$ cat src/rtl/control_word_unit_if.sv
// Bus-side access port of the timer control word unit: one-cycle read/write
// strobes plus the register address and write data.
interface control_word_unit_if;
    logic       WrStrobe;
    logic       RdStrobe;
    logic [1:0] Addr;
    logic [7:0] DataIn;

    modport master (output WrStrobe, RdStrobe, Addr, DataIn);
    modport slave  (input  WrStrobe, RdStrobe, Addr, DataIn);
endinterface

$ cat src/rtl/control_word_unit.sv
// 8254-style control word register bank: decodes control/data accesses, holds
// per-counter control words, byte-sequencing flops and latch/load strobes.
module control_word_unit #(
    parameter int unsigned NUM_COUNTERS = 3,
    parameter logic [5:0]  RESET_CW     = 6'b110000
) (
    input  logic                      Clk,
    input  logic                      Reset,
    control_word_unit_if.slave        bus,
    output logic [6*NUM_COUNTERS-1:0] ControlWord,
    output logic [NUM_COUNTERS-1:0]   CwLoaded,
    output logic [NUM_COUNTERS-1:0]   CountWrite,
    output logic [NUM_COUNTERS-1:0]   CounterLatch,
    output logic [NUM_COUNTERS-1:0]   StatusLatch,
    output logic [NUM_COUNTERS-1:0]   WriteByteSel,
    output logic [NUM_COUNTERS-1:0]   ReadByteSel,
    output logic                      IllegalCmd
);

    logic [NUM_COUNTERS-1:0][5:0] cw_q, cw_d;
    logic [NUM_COUNTERS-1:0]      cwl_q, cwl_d;
    logic [NUM_COUNTERS-1:0]      cwr_q, cwr_d;
    logic [NUM_COUNTERS-1:0]      cl_q, cl_d;
    logic [NUM_COUNTERS-1:0]      sl_q, sl_d;
    logic [NUM_COUNTERS-1:0]      wsel_q, wsel_d;
    logic [NUM_COUNTERS-1:0]      rsel_q, rsel_d;
    logic                         ill_q, ill_d;

    logic [1:0] sc;
    logic [2:0] rb_sel;
    logic       addr_valid;
    logic       sc_valid;

    assign sc         = bus.DataIn[7:6];
    assign rb_sel     = bus.DataIn[3:1];
    assign addr_valid = ({30'b0, bus.Addr} < NUM_COUNTERS);
    assign sc_valid   = ({30'b0, sc} < NUM_COUNTERS);

    always_comb begin
        cw_d   = cw_q;
        wsel_d = wsel_q;
        rsel_d = rsel_q;
        cwl_d  = '0;
        cwr_d  = '0;
        cl_d   = '0;
        sl_d   = '0;
        ill_d  = 1'b0;

        if (bus.WrStrobe) begin
            // A simultaneous read is dropped but still flagged.
            ill_d = bus.RdStrobe;
            if (bus.Addr == 2'd3) begin
                if (sc == 2'd3) begin
                    if (bus.DataIn[0]) begin
                        ill_d = 1'b1;
                    end else begin
                        for (int unsigned k = 0; k < NUM_COUNTERS; k++) begin
                            if (rb_sel[k]) begin
                                cl_d[k] = ~bus.DataIn[5];
                                sl_d[k] = ~bus.DataIn[4];
                            end
                        end
                    end
                end else if (!sc_valid) begin
                    ill_d = 1'b1;
                end else begin
                    for (int unsigned k = 0; k < NUM_COUNTERS; k++) begin
                        if (sc == 2'(k)) begin
                            if (bus.DataIn[5:4] != 2'b00) begin
                                cw_d[k]   = bus.DataIn[5:0];
                                cwl_d[k]  = 1'b1;
                                wsel_d[k] = 1'b0;
                                rsel_d[k] = 1'b0;
                            end else begin
                                cl_d[k] = 1'b1;
                            end
                        end
                    end
                end
            end else if (!addr_valid) begin
                ill_d = 1'b1;
            end else begin
                for (int unsigned k = 0; k < NUM_COUNTERS; k++) begin
                    if (bus.Addr == 2'(k)) begin
                        cwr_d[k]  = 1'b1;
                        wsel_d[k] = (cw_q[k][5:4] == 2'b11) ? ~wsel_q[k] : cw_q[k][5];
                    end
                end
            end
        end else if (bus.RdStrobe && (bus.Addr != 2'd3)) begin
            if (!addr_valid) begin
                ill_d = 1'b1;
            end else begin
                for (int unsigned k = 0; k < NUM_COUNTERS; k++) begin
                    if (bus.Addr == 2'(k)) begin
                        rsel_d[k] = (cw_q[k][5:4] == 2'b11) ? ~rsel_q[k] : cw_q[k][5];
                    end
                end
            end
        end
    end

    always_ff @(posedge Clk or posedge Reset) begin
        if (Reset) begin
            cw_q   <= {NUM_COUNTERS{RESET_CW}};
            cwl_q  <= '0;
            cwr_q  <= '0;
            cl_q   <= '0;
            sl_q   <= '0;
            wsel_q <= '0;
            rsel_q <= '0;
            ill_q  <= 1'b0;
        end else begin
            cw_q   <= cw_d;
            cwl_q  <= cwl_d;
            cwr_q  <= cwr_d;
            cl_q   <= cl_d;
            sl_q   <= sl_d;
            wsel_q <= wsel_d;
            rsel_q <= rsel_d;
            ill_q  <= ill_d;
        end
    end

    assign ControlWord  = cw_q;
    assign CwLoaded     = cwl_q;
    assign CountWrite   = cwr_q;
    assign CounterLatch = cl_q;
    assign StatusLatch  = sl_q;
    assign WriteByteSel = wsel_q;
    assign ReadByteSel  = rsel_q;
    assign IllegalCmd   = ill_q;

endmodule
$ cat src/flat_wrapper.sv
// flat-port wrapper written by rule: the top's interface ports become plain ports
module control_word_unit_flat 
#(
    parameter int unsigned NUM_COUNTERS = 3,
    parameter logic [5:0]  RESET_CW     = 6'b110000
)
  (Clk, Reset, ControlWord, CwLoaded, CountWrite, CounterLatch, StatusLatch, WriteByteSel, ReadByteSel, IllegalCmd, bus_WrStrobe, bus_RdStrobe, bus_Addr, bus_DataIn);
  control_word_unit_if bus_i ();
  input  logic Clk;
  input  logic Reset;
  output logic [6*NUM_COUNTERS-1:0] ControlWord;
  output logic [NUM_COUNTERS-1:0] CwLoaded;
  output logic [NUM_COUNTERS-1:0] CountWrite;
  output logic [NUM_COUNTERS-1:0] CounterLatch;
  output logic [NUM_COUNTERS-1:0] StatusLatch;
  output logic [NUM_COUNTERS-1:0] WriteByteSel;
  output logic [NUM_COUNTERS-1:0] ReadByteSel;
  output logic IllegalCmd;
  input wire logic [$bits(bus_i.WrStrobe)-1:0] bus_WrStrobe;
  input wire logic [$bits(bus_i.RdStrobe)-1:0] bus_RdStrobe;
  input wire logic [$bits(bus_i.Addr)-1:0] bus_Addr;
  input wire logic [$bits(bus_i.DataIn)-1:0] bus_DataIn;
  assign bus_i.WrStrobe = bus_WrStrobe;
  assign bus_i.RdStrobe = bus_RdStrobe;
  assign bus_i.Addr = bus_Addr;
  assign bus_i.DataIn = bus_DataIn;
  control_word_unit #(.NUM_COUNTERS(NUM_COUNTERS), .RESET_CW(RESET_CW)) u_core (.Clk(Clk), .Reset(Reset), .bus(bus_i), .ControlWord(ControlWord), .CwLoaded(CwLoaded), .CountWrite(CountWrite), .CounterLatch(CounterLatch), .StatusLatch(StatusLatch), .WriteByteSel(WriteByteSel), .ReadByteSel(ReadByteSel), .IllegalCmd(IllegalCmd));
endmodule
$ cat config.mk
export PLATFORM = sky130hd
export DESIGN_NAME = control_word_unit_flat
export DESIGN_NICKNAME = d
export VERILOG_FILES = /design/src/rtl/control_word_unit_if.sv /design/src/rtl/control_word_unit.sv /design/src/flat_wrapper.sv
export SDC_FILE = /design/constraint.sdc
export NUM_CORES = 1
export LEC_CHECK = 0
export ABC_AREA = 0
export BUFFER_PORTS_ARGS = -buffer_cell sky130_fd_sc_hd__buf_4
export CAP_MARGIN = 20
export CORE_ASPECT_RATIO = 2
export CORE_UTILIZATION = 46
export DETAILED_ROUTE_END_ITERATION = 7
export HOLD_SLACK_MARGIN = 0.1
export PLACE_DENSITY = 0.74
export SKIP_CTS_REPAIR_TIMING = 1
export SLEW_MARGIN = 40
export SYNTH_ARGS = -nofsm -noshare
export SYNTH_HDL_FRONTEND = slang
export SYNTH_SLANG_ARGS = --single-unit
$ cat constraint.sdc
create_clock -name Clk -period 1.3 [get_ports Clk]
set_clock_uncertainty 0.15 [all_clocks]
set_input_delay 0.195 -clock Clk [delete_from_list [all_inputs] [get_ports Clk]]
set_output_delay 0.195 -clock Clk [all_outputs]
set_load 0.01 [all_outputs]
==> impl_metrics.yaml, run 1 <==
run_status:
  status: "complete, but fails checks"
  violations: "DRC, setup timing"
floorplan:
  rows: 30
  fp.dieH_microns: 86.5
  dieArea_sq_um: 3830
  dieWidth_microns: 44.2
  start_util_pct: 48.1
  io-pin-count: 51
  fp.coreArea_sq_um: 3420
route:
  dr.pass1.iters: 8
  wl_per_cell_microns: 15.2
  via_per_inst: 5.15
  ant_nets: 0
  routed_wl_microns: 4110
  drt_iter0_markers: 48
  vias: 1397
  drc: 4
yosys:
  synth-seq-cells: 37
  ys.warnings.count: 0
  synth_area_leaders: "dfrtp_1 (47%), dfstp_2 (9.6%), mux2_2 (8.2%), mux2_4 (3.7%), nand2_1 (3.0%)"
  yosysTopAreaCell: "dfrtp_1"
  synth_fp_nets: 150
  yosysSeqAreaShare_pct: 56.9
  netlist_area_sq_um: 1640
  syn_inst: 136
  synth_area_per_cell_sq_um: 12.1
  yosysTopAreaCellShare_pct: 47.3
  yosysUniqueCellTypes: 35
global_route:
  grt_antenna_before_repair: 0
  grt_pass1_wl_microns: 6540
  overflow: 0
  grt_max_degree: 38
  first_global_vias: 1471
  track_usage_pct: 23.2
cts:
  cts-htree-levels: 2
  clk_pin_slew_ns: 0.07
  cts_buffers: 5
  cts_tree: "built"
  root_buffer: "clkbuf_8"
  worstSkewPairLatency_ns: 0.27
  numClockSinks: 37
  cts_buffer_depth: 2
critical_path:
  max_stage_delay_ns: 0.57
  critPathLaunchType: "flop"
  crit_arrival_ns: 0.96
  cp_max_fo: 4
  cp_cell_sequence: "buf_6"
  cp_num_buf_inv: 1
  ff2ff_path_depth: 3
  crit_type: "flop to output port"
  critPathTopFamily: "flip-flops"
  cp_slowest_cell: "dfstp_2"
  crit_required_ns: 0.95
  cp.depth: 1
  endpoint_kind: "output port"
placed_design:
  gp_congestion: 0.865
  dpl-instance-area_sq_um: 2330
  dp_hpwl_microns: 3110
  portBuffers: 50
  place_ws_ns: -0.212
timing:
  tightest_slew_ns: 0.334
  finalHoldWorstSlack_ns: 0.0193
  fin_crit_sh_pct: 100
  timing.fmax_mhz: 769
  slew_headroom_pct: 77.8
  hold_viol: 0
  fin_ws_ns: -0.000151
  timing.final.crit_period_ns: 1.30
  setup-violations-final: 1
  slew_viol_final: 0
  rsz0062_at_grt: "yes"
final_layout:
  syn_to_final_growth_pct: 53.0
  drive_gt1_share_pct: 53.4
  fin_nets: 236
  n_antenna_cell: 0
  fin_util_pct: 73.6
  final_area_sq_um: 2510
worst_hold_path:
  holdPathStages: 2
  hold_class: "primary input to flop"
job:
  max_cap_viol_count: 0
power:
  peakVddDrop_uv: 1100
  p_leak_nw: 1.26
  powerDensity_nw_per_um2: 1320
  p_total_w: 0.00332
routing by layer:
layer / up-vias / wire, microns / GRT usage [%]
li1: 651 / - / -
met1: 682 / 1410 / 22.2
met2: 49 / 2390 / 43.0
met3: 15 / 148 / 3.33
met4: 0 / 170 / 14.6
met5: - / 0 / 0
synthesized netlist by cell type, drive strengths merged:
cell and n:
a211oi 3, or2 1, a32o 3, nand3b 3, a22o 2, buf 5, nor4 2, o22ai 1
nor3b 1, a21oi 2, nand4b 1, and3 2, nand2b 3, inv 5, a22oi 1, nand3 3
dfrtp 31, a2bb2oi 1, nor3 7, nor2b 2, and2 2, o21ai 7, and3b 1, nand2 13
dfstp 6, o21a 1, clkbuf 3, nor2 6, o21bai 1, mux2 17
layout make-up:
class | count | area, sq um
Timing Repair Buffer | 87 | 713
Inverter | 5 | 18.8
Multi-Input combinational cell | 86 | 697
Fill cell | 240 | 903
Tap cell | 48 | 60.1
Clock buffer | 8 | 90.1
Sequential cell | 37 | 933
path summary, 6_finish.rpt:
check                                              startpoint                           endpoint  slack [ns]
max reg2reg                u_core.ControlWord[17]$_DFFE_PP1P_  u_core.ReadByteSel[2]$_DFFE_PP0P_        0.01
min reg2reg                 u_core.ControlWord[9]$_DFFE_PP0P_  u_core.ControlWord[9]$_DFFE_PP0P_        0.37
max                        u_core.ControlWord[10]$_DFFE_PP1P_                    ControlWord[10]     -0.0002
max in group asynchronous                               Reset  u_core.ControlWord[5]$_DFFE_PP1P_        0.38
min                                               bus_Addr[0]     u_core.CountWrite[0]$_DFF_PP0_        0.02
min in group asynchronous                               Reset  u_core.ReadByteSel[2]$_DFFE_PP0P_        0.37
logic make-up (layout without fill, tap and decap cells):
| family | count (synthesis) | in the layout | share of synthesized area [%] |
|---|---|---|---|
| AOI/OAI and AO/OA | 22 | 22 | 9.53 |
| buffers and inverters | 13 | 100 | 3.35 |
| DFF | 37 | 37 | 56.9 |
| muxes | 17 | 17 | 12.6 |
| and+or+nand+nor | 47 | 47 | 17.7 |
power by group:
group          internal (W)  leakage, nW  switching (W)  total, W
logic              0.000588        0.744       0.000387  0.000975
clock network      0.000432       0.0455       0.000376  0.000808
registers           0.00138        0.468       0.000153   0.00154
total               0.00240         1.26       0.000916   0.00332
sequential cells by signal (all words and copies together), names as in the netlist:
name / cells
u_core.ControlWord: 18
u_core.CountWrite: 3
u_core.CounterLatch: 3
u_core.CwLoaded: 3
u_core.ReadByteSel: 3
u_core.StatusLatch: 3
u_core.WriteByteSel: 3
u_core.IllegalCmd: 1
layout by cell type (no fill, tap or decap), drive strengths merged:
cell type,Yosys,final
a211oi,3,3
a21oi,2,2
a22o,2,2
a22oi,1,1
a2bb2oi,1,1
a32o,3,3
and2,2,2
and3,2,2
and3b,1,1
buf,5,82
clkbuf,3,8
dfrtp,31,31
dfstp,6,6
dlygate4sd3,0,5
inv,5,5
mux2,17,17
nand2,13,13
nand2b,3,3
nand3,3,3
nand3b,3,3
nand4b,1,1
nor2,6,6
nor2b,2,2
nor3,7,7
nor3b,1,1
nor4,2,2
o21a,1,1
o21ai,7,7
o21bai,1,1
o22ai,1,1
or2,1,1
per-stage QoR:
step           instances   TNS (ns)
2_1_floorplan        136      -1.34
3_3_place_gp         256      -2.91
3_5_place_dp         256      -3.25
4_1_cts              264    -0.0563
5_1_grt              271     -0.113
6_report             271  -0.000151
No activity file was read; power rests on OpenSTA's default activity.
==> inputs of run 2 (changes only) <==
--- a/config.mk
+++ b/config.mk
@@ -12,6 +12,7 @@
 export CORE_UTILIZATION = 46
 export DETAILED_ROUTE_END_ITERATION = 7
 export HOLD_SLACK_MARGIN = 0.1
+export MAX_ROUTING_LAYER = met4
 export PLACE_DENSITY = 0.74
 export SKIP_CTS_REPAIR_TIMING = 1
 export SLEW_MARGIN = 40
==> constraint.sdc (replaced) <==
create_clock -name Clk -period 1.5 [get_ports Clk]
set_clock_uncertainty 0.15 [all_clocks]
set_input_delay 0.225 -clock Clk [delete_from_list [all_inputs] [get_ports Clk]]
set_output_delay 0.225 -clock Clk [all_outputs]
set_load 0.01 [all_outputs]
==> impl_metrics.yaml, run 2 (synthesis gave the netlist of run 1 again) <==
final_layout:
  fin_nets: 224
  drive_gt1_share_pct: 46.9
  final_cell_mix: "buf_4 (66), dfrtp_1 (31), nand2_1 (13), mux2_2 (12), dlygate4sd3_1 (9)"
  syn_to_final_growth_pct: 42.0
  layout_commonest_cell: "buf_4"
  largest_reg_flops: 18
  final_area_sq_um: 2330
  fin_util_pct: 68.2
  n_antenna_cell: 0
  nFillCells: 267
placed_design:
  gp_congestion: 0.868
  place_ws_ns: -0.0990
  portBuffers: 50
  dp_hpwl_microns: 2850
  dpl-instance-area_sq_um: 2160
route:
  top_layer: "met4"
  via_per_inst: 5.19
  vias: 1343
  drt_iter0_markers: 24
  met3WireLength_microns: 143
  wl_met1_microns: 1480
  routed_wl_microns: 3880
  wl_per_cell_microns: 15.0
  drc: 0
  routed-wl-met2_microns: 2160
  ant_nets: 0
  dr.pass1.iters: 6
timing:
  fin_ws_ns: 0.114
  fin_crit_sh_pct: 92.4
  timing.fmax_mhz: 722
  timing.final.crit_period_ns: 1.39
  hold_viol: 0
  tightest_slew_ns: 0.457
  slew_viol_final: 0
  slew_headroom_pct: 69.5
  setup-violations-final: 0
  rsz0062_at_grt: "no"
job:
  max_cap_viol_count: 0
power:
  powerDensity_nw_per_um2: 1170
  peakVddDrop_uv: 881
  p_leak_nw: 1.14
global_route:
  overflow: 0
  first_global_vias: 1343
  track_usage_pct: 22.0
  grt_pass1_wl_microns: 6040
  grt_max_degree: 38
  grt_antenna_before_repair: 0
cts:
  root_buffer: "clkbuf_8"
  cts_buffer_depth: 2
  clk_pin_slew_ns: 0.07
  cts_tree: "built"
  numClockSinks: 37
  cts-htree-levels: 2
  worstSkewPairLatency_ns: 0.28
  cts_buffers: 5
critical_path:
  crit_arrival_ns: 1.46
  endpoint_kind: "flop"
  crit_type: "primary input to flop"
  cp_max_fo: 9
  critPathLaunchType: "primary input"
  crit_required_ns: 1.57
floorplan:
  io-pin-count: 51
  start_util_pct: 48.1
  fp.dieH_microns: 86.5
  dieArea_sq_um: 3830
  rows: 30
  dieWidth_microns: 44.2
  fp.coreArea_sq_um: 3420
run_status:
  status: "completed"
worst_hold_path:
  hold_class: "primary input to flop"
## run 2: cell count changes in the layout (fill, tap and decap cells not counted), sizes merged
cell,change
buf,-16
dlygate4sd3,+4
## run 2: layout make-up
| class | instances | area [sq um] | area share, % |
|---|---|---|---|
| sequential | 37 | 933 | 40.0 |
| clock buffer | 8 | 80.1 | 3.44 |
| multi-input combinational | 86 | 653 | 28.0 |
| inverter | 5 | 18.8 | 0.805 |
| timing repair buffer | 75 | 586 | 25.1 |
| tap | 48 | 60.1 | 2.58 |
## run 2: final timing paths
| check | cells after the start | slack, ns | endpoint | from |
|---|---|---|---|---|
| setup / recovery | 4 | 0.11 | u_core.StatusLatch[0]$_DFF_PP0_ | bus_DataIn[0] |
| hold / removal | 3 | 0.12 | u_core.CountWrite[1]$_DFF_PP0_ | bus_Addr[0] |
| setup reg to reg | 3 | 0.32 | u_core.ReadByteSel[2]$_DFFE_PP0P_ | u_core.ControlWord[17]$_DFFE_PP1P_ |
| hold reg to reg | 1 | 0.37 | u_core.ControlWord[7]$_DFFE_PP0P_ | u_core.ControlWord[7]$_DFFE_PP0P_ |
| max in group asynchronous | 4 | 0.40 | u_core.ControlWord[5]$_DFFE_PP1P_ | Reset |
| min in group asynchronous | 4 | 0.45 | u_core.ReadByteSel[1]$_DFFE_PP0P_ | Reset |
## run 2: per-layer routing
| layer | up-vias | GRT usage [%] |
|---|---|---|
| met1 | 662 | 22.3 |
| met2 | 43 | 39.0 |
| met4 | 0 | 10.2 |
| met5 | - | - |
| li1 | 628 | - |
| met3 | 10 | 3.96 |
## run 2: through the flow
| step | hold WS (ns) | setup TNS, ns | std cells | power (W) |
|---|---|---|---|---|
| after detailed placement | 0.209 | -0.564 | 242 | 0.00206 |
| after global routing | 0.143 | 0 | 259 | 0.00285 |
| after CTS | -0.0983 | 0 | 250 | 0.00273 |
| after global placement | 0.198 | -0.244 | 242 | 0.00203 |
| final | 0.117 | 0 | 259 | 0.00272 |
| after floorplan | 0.203 | 0 | 136 | 0.00166 |
## run 2: report_power, final
group          leakage (nW)  internal (W)  switching (W)
logic                 0.636      0.000424       0.000311
registers             0.468       0.00120       0.000126
clock network        0.0395      0.000330       0.000327
total                  1.14       0.00195       0.000764
## run 2: worst max-delay path, cell delays in order
cell	delay, ns
dlygate4sd3_1	0.54
buf_4	0.17
nor4_1	0.34
and2_1	0.18
